--- config.mk ---
export PLATFORM = sky130hd
export DESIGN_NAME = ex_stage
export DESIGN_NICKNAME = d
export VERILOG_FILES = /design/src/rtl/ex_stage.sv
export SDC_FILE = /design/constraint.sdc
export NUM_CORES = 1
export LEC_CHECK = 0
export CAP_MARGIN = 20
export CORE_UTILIZATION = 35
export DETAILED_ROUTE_END_ITERATION = 8
export GPL_TIMING_DRIVEN = 0
export SLEW_MARGIN = 20
export SYNTH_ARGS = -nofsm -noshare
export SYNTH_HDL_FRONTEND = slang
export SYNTH_SLANG_ARGS = --single-unit
--- constraint.sdc ---
create_clock -name clk -period 12.25 [get_ports clk]
set_input_delay 1.225 -clock clk [delete_from_list [all_inputs] [get_ports clk]]
set_output_delay 1.225 -clock clk [all_outputs]
set_load 0.1 [all_outputs]
--- src/rtl/ex_stage.sv ---
// ex_stage: MIPS execute stage with operand select, ALU, data SRAM request
// and a 32-step restoring divider for DIV/DIVU that stalls the pipeline.
// Ports: clk, rst (sync, active-low), stall vector, id_to_ex_bus in;
// ex_to_mem_bus, ex_to_rf_bus, hilo_bus, stallreq_for_ex, data_sram_* out.
module ex_stage #(
    parameter int ID_TO_EX_WD  = 159,
    parameter int EX_TO_MEM_WD = 76,
    parameter int EX_TO_RF_WD  = 38,
    parameter int STALL_WD     = 6
) (
    input  logic                    clk,
    input  logic                    rst,
    input  logic [STALL_WD-1:0]     stall,
    input  logic [ID_TO_EX_WD-1:0]  id_to_ex_bus,
    output logic [EX_TO_MEM_WD-1:0] ex_to_mem_bus,
    output logic [EX_TO_RF_WD-1:0]  ex_to_rf_bus,
    output logic [64:0]             hilo_bus,
    output logic                    stallreq_for_ex,
    output logic                    data_sram_en,
    output logic [3:0]              data_sram_wen,
    output logic [31:0]             data_sram_addr,
    output logic [31:0]             data_sram_wdata
);

    typedef struct packed {
        logic [31:0] pc;
        logic [31:0] inst;
        logic [11:0] alu_op;
        logic [2:0]  sel_src1;
        logic [3:0]  sel_src2;
        logic        ram_en;
        logic [3:0]  ram_wen;
        logic        rf_we;
        logic [4:0]  rf_waddr;
        logic        sel_rf_res;
        logic [31:0] data1;
        logic [31:0] data2;
    } id_ex_t;

    typedef enum logic [1:0] {IDLE, BUSY, DONE} div_st_t;

    id_ex_t id_ex;

    always_ff @(posedge clk) begin
        if (!rst)
            id_ex <= '0;
        else if (stall[2] && !stall[3])
            id_ex <= '0;
        else if (!stall[2])
            id_ex <= id_ex_t'(id_to_ex_bus);
    end

    logic [31:0] src1, src2, ex_result;
    logic [4:0]  shamt;

    always_comb begin
        src1 = ({32{id_ex.sel_src1[0]}} & id_ex.data1)
             | ({32{id_ex.sel_src1[1]}} & id_ex.pc)
             | ({32{id_ex.sel_src1[2]}} & {27'b0, id_ex.inst[10:6]});
        src2 = ({32{id_ex.sel_src2[0]}} & id_ex.data2)
             | ({32{id_ex.sel_src2[1]}}
                & {{16{id_ex.inst[15]}}, id_ex.inst[15:0]})
             | ({32{id_ex.sel_src2[2]}} & 32'd8)
             | ({32{id_ex.sel_src2[3]}} & {16'b0, id_ex.inst[15:0]});
    end

    assign shamt = src1[4:0];

    always_comb begin
        ex_result = '0;
        unique case (1'b1)
            id_ex.alu_op[11]: ex_result = src1 + src2;
            id_ex.alu_op[10]: ex_result = src1 - src2;
            id_ex.alu_op[9]:  ex_result = {31'b0, $signed(src1) < $signed(src2)};
            id_ex.alu_op[8]:  ex_result = {31'b0, src1 < src2};
            id_ex.alu_op[7]:  ex_result = src1 & src2;
            id_ex.alu_op[6]:  ex_result = ~(src1 | src2);
            id_ex.alu_op[5]:  ex_result = src1 | src2;
            id_ex.alu_op[4]:  ex_result = src1 ^ src2;
            id_ex.alu_op[3]:  ex_result = src2 << shamt;
            id_ex.alu_op[2]:  ex_result = src2 >> shamt;
            id_ex.alu_op[1]:  ex_result = $signed(src2) >>> shamt;
            id_ex.alu_op[0]:  ex_result = {src2[15:0], 16'h0};
            default:          ex_result = '0;
        endcase
    end

    assign ex_to_rf_bus  = {id_ex.rf_we, id_ex.rf_waddr, ex_result};
    assign ex_to_mem_bus = {id_ex.pc, id_ex.ram_en, id_ex.ram_wen,
                            id_ex.sel_rf_res, id_ex.rf_we,
                            id_ex.rf_waddr, ex_result};

    assign data_sram_en    = id_ex.ram_en;
    assign data_sram_wen   = id_ex.ram_wen;
    assign data_sram_addr  = ex_result;
    assign data_sram_wdata = id_ex.data2;

    logic is_div, is_sdiv;
    logic a_neg, b_neg;
    logic [31:0] a_mag, b_mag;

    assign is_div  = (id_ex.inst[31:26] == 6'h0)
                   && (id_ex.inst[5:1] == 5'b01101);
    assign is_sdiv = is_div && !id_ex.inst[0];
    assign a_neg   = is_sdiv && id_ex.data1[31];
    assign b_neg   = is_sdiv && id_ex.data2[31];
    assign a_mag   = a_neg ? -id_ex.data1 : id_ex.data1;
    assign b_mag   = b_neg ? -id_ex.data2 : id_ex.data2;

    div_st_t     state, state_nx;
    logic [31:0] quo, rem, dvs;
    logic [4:0]  cnt;
    logic        neg_q, neg_r;
    logic [32:0] trial;
    logic        fits;

    // Trial can exceed 32 bits; it is always below 2*dvs so the
    // subtracted remainder still fits in 32 bits.
    assign trial = {rem, quo[31]};
    assign fits  = trial >= {1'b0, dvs};

    always_ff @(posedge clk) begin
        if (!rst)
            state <= IDLE;
        else
            state <= state_nx;
    end

    always_comb begin
        state_nx = state;
        unique case (state)
            IDLE:    if (is_div) state_nx = BUSY;
            BUSY:    if (cnt == 5'd31) state_nx = DONE;
            DONE:    if (!stall[2]) state_nx = IDLE;
            default: state_nx = IDLE;
        endcase
    end

    always_ff @(posedge clk) begin
        if (!rst) begin
            quo   <= '0;
            rem   <= '0;
            dvs   <= '0;
            cnt   <= '0;
            neg_q <= 1'b0;
            neg_r <= 1'b0;
        end else if (state == IDLE && is_div) begin
            quo   <= a_mag;
            rem   <= '0;
            dvs   <= b_mag;
            cnt   <= '0;
            neg_q <= a_neg ^ b_neg;
            neg_r <= a_neg;
        end else if (state == BUSY) begin
            rem <= fits ? 32'(trial - {1'b0, dvs}) : trial[31:0];
            quo <= {quo[30:0], fits};
            cnt <= cnt + 5'd1;
        end
    end

    always_comb begin
        stallreq_for_ex = 1'b0;
        hilo_bus        = '0;
        unique case (state)
            IDLE: stallreq_for_ex = is_div;
            BUSY: stallreq_for_ex = 1'b1;
            DONE: hilo_bus = {1'b1,
                              neg_r ? -rem : rem,
                              neg_q ? -quo : quo};
            default: ;
        endcase
    end

    logic unused_ok;
    assign unused_ok = ^{stall[STALL_WD-1:4], stall[1:0],
                         id_ex.inst[25:16]};

endmodule
==> summary.md <==
| Metric | Value |
|---|---|
| NetSw | `roughly 1.3 mW` |
| # H-tree levels | `1` |
| Net count after synthesis | `between 3000 and 4000` |
| Sequential area share after synthesis | `0.203` |
| Gp weighted congestion | `roughly 1.0` |
| Fmax | `98.7 MHz` |
| Synth Area in Compound Gates | `0.238` |
| Main combinational cell family by area after synthesis | `compound AO/OA/AOI/OAI gates` |
| Clk_lat worst skew | `600 ps` |
| Arrival time at the worst endpoint | `8910 ps` |
| Leakage | `13.3 nW` |
| Number of synthesized flops with an enable pin | `0` |
| Post-synth top flop | `dfxtp_1` |
| DRT antenna net count | `0` |
| Post-Synth Adder-Cell Area | `0.0719` |
| Most frequent cells in the layout | `399 x clkdlybuf4s50_1, 369 x nor2_1, 313 x nand2_1, 312 x mux2i_1, 254 x dfxtp_1` |
| Fin nets | `4112` |
| DRC Markers | `0` |
| Hold buffers post-CTS | `0` |
| Crit. End Element | `output pin` |
| Yosys warns | `0` |
| Commonest non-fill, non-tap cell in the layout | `clkdlybuf4s50_1` |
| Number of global-route vias before repair | `25900` |
| Status | `complete, no violations` |
| Cell row count | `between 90 and 100` |
| XOR/XNOR Fraction of Synth Area | `0.0669` |
| Final Util | `0.444` |
| Post-synthesis mux area share | `0.134` |
| Syn Inst Count | `3370` |
| Initial drt markers | `slightly below 3000` |
| Layout cells sized above 1 | `0.0661` |
| Core area | `70400 sq um` |
| Area growth syn-to-layout | `24.8%` |
| Share of synthesized registers carrying an async set or reset | `0` |
| Max-cap violations | `0` |
| Min-delay worst type | `flip-flop to flip-flop` |
| Slew @ Worst Pin | `1180 ps` |
| Syn Std Cell Area | `25000 sq um` |
| Final Hold Fails | `0` |
| WL per Instance | `25.6 um` |
| Root buffer cell | `clkbuf_16` |
| Setup tns final | `0 ps` |
| Crit Path Class | `flip-flop to output pin` |
| Gr ovfl total | `0` |
| Post-DP HPWL | `97800 um` |
| # clock sinks | `254` |
| Post-CTS setup buffer count | `0` |
| Logic pwr share | `0.407` |
| Area contributors post-synth | `dfxtp_1 20%, mux2i_1 12%, ha_1 7.0%, nor2_1 5.5%, nand2_1 4.7%` |
| Tcrit/Tclk final | `0.827` |
| First-pass GRT wire length | `176000 um` |
| Final max-slew violation count | `0` |
| Area of the multi-input gates | `17300 sq um` |
| Total GRT Usage | `0.319` |
| Register area | `roughly 5100 sq um` |
| Crit start category | `flip-flop` |
| #FFs+latches synth | `254` |
| Top cell type's share of synthesized area | `0.203` |
| Design internal power | `1.77 mW` |
| Pin count of the biggest net entering global routing | `15` |
| Die Span X | `about 270 um` |
| Netlist cell types | `81` |
| Clk network pwr share | `0.305` |
| IO Count | `between 400 and 500` |
| Initial antenna violation count | `7` |
| Min cycle time layout | `10130 ps` |
| Maximum clock path buffer count | `3` |
| Fillers | `7326` |
| Setup violations, final | `0` |
| Pwr dens | `99.4 nW/um^2` |
| Post-CTS sizing | `0` |
| DRT Wirelength | `122000 um` |
| Fin Clk Skew | `around 27 ps` |
| Design Power | `3.10 mW` |
| Chip height | `269 um` |
| Synth area leader | `dfxtp_1` |
| Vias/cell | `5.80` |
| Starting Density | `0.355` |
| PortBufs | `between 300 and 400` |
| Drt pass-1 iters | `6` |
| Worst slew margin | `0.213` |
| Critical path fanouts, max | `11` |
| CTS Buf Count | `31` |
| Die area | `about 73000 sq um` |
| CP required | `11020 ps` |
| Synth Area in Simple Gates | `0.182` |
| CTS tree | `built` |
| Switching Share | `0.431` |
| Maximum vdd drop | `0.111 mV` |
| Flop pwr share | `0.289` |
| Vias after detailed routing | `27700` |
| Syn_area_per_cell | `about 7.4 sq um` |
| RSZ-0062 raised after global routing | `no` |
| Clk slew on worst S/H paths | `about 60 ps` |
state kept, by name, indices dropped and copies added (netlist names), 2 cells and up:
name             cells
cnt                  5
data_sram_wdata     32
data_sram_wen        4
dvs                 32
ex_to_mem_bus       39
id_ex               73
quo                 32
rem                 32
state                2
power by group through the flow:
| stage | combinational (mW) | clock [mW] | sequential, mW |
|---|---|---|---|
| floorplan | 0.894 | 0 | 0.890 |
| global placement | 1.24 | 0 | 0.911 |
| detailed placement | 1.24 | 0 | 0.912 |
| CTS | 1.25 | 0.957 | 0.894 |
| global route | 1.30 | 0.986 | 0.896 |
| finish | 1.26 | 0.946 | 0.895 |
stage by stage:
stage                     hold WS (ps)  std cells  area, sq um  setup WS (ps)
after floorplan                    431       3370        25000           4780
after global placement             448       4709        30200           3070
after detailed placement           446       4710        30200           3190
after CTS                          455       4765        31200           2510
after global routing               475       4765        31200           2080
final                              454       4767        31200           2120
cell families (layout without fill, tap and decap cells):
kind of cell               after synthesis  in the layout
muxes                                  332            332
buffers and inverters                  544            999
DFF                                    254            254
xor gates and xnor gates               191            191
AOI/OAI and AO/OA                      894            894
other                                    0              2
adders and majority gates              142            142
and+or+nand+nor                       1013           1013
metal layers:
| metal | part of all wire | vias to the layer above | track usage |
|---|---|---|---|
| li1 | - | 12700 | - |
| met1 | 0.43 | 13300 | 0.421 |
| met2 | 0.43 | 1362 | 0.490 |
| met3 | 0.097 | 280 | 0.0806 |
| met4 | 0.047 | 10 | 0.134 |
| met5 | 0.00055 | - | 0 |
path summary, 6_finish.rpt:
path | endpoint | startpoint | cells past startpoint | slack (ps)
worst max-delay path | ex_to_rf_bus[30] | id_ex[34] | 19 | 2120
worst min-delay path | dvs[31] | dvs[31] | 2 | 450
worst min register to register | dvs[31] | dvs[31] | 2 | 450
worst max register to register | rem[28] | quo[31] | 13 | 7920
synthesized netlist by cell type (20+ instances only):
cell type    n
nor2_1     369
nand2_1    313
mux2i_1    312
dfxtp_1    254
o21ai_0    227
a21oi_1    200
clkbuf_1   199
buf_4      150
inv_1      147
ha_1       139
xor2_1     103
nand3_1     94
xnor2_1     88
a22o_1      56
a22oi_1     47
and2_1      45
buf_1       45
nor3_1      44
o31ai_1     38
o211ai_1    37
a21o_1      32
a221oi_1    30
o211a_1     25
a31oi_1     23
nand2b_1    23
or4_1       21
mux2_2      20
o21bai_1    20
layout make-up:
cell class | count | area share
clock inverters | 10 | 0.00373
plain buffers | 394 | 0.0656
clock buffers | 45 | 0.0288
diodes | 2 | 0.000160
repair buffers | 400 | 0.128
flip-flops and latches | 254 | 0.163
inverters | 150 | 0.0180
multi-input cells | 2572 | 0.555
well taps | 940 | 0.0377
worst max-delay path, cell delays in order, from the launching register on:
cell and delay, ps:
dfxtp_1 300, clkbuf_1 320, nand2_1 230, nand2_1 240
buf_1 630, clkbuf_1 550, buf_1 810, ha_1 370
clkbuf_1 210, nor2b_1 210, o211ai_1 190, a311oi_1 710
a221oi_1 300, o21ai_1 610, nor4b_1 470, o41ai_1 170
mux2i_1 190, or4_1 610, buf_4 200, clkdlybuf4s50_1 960
(Power assumes the default switching activity.)
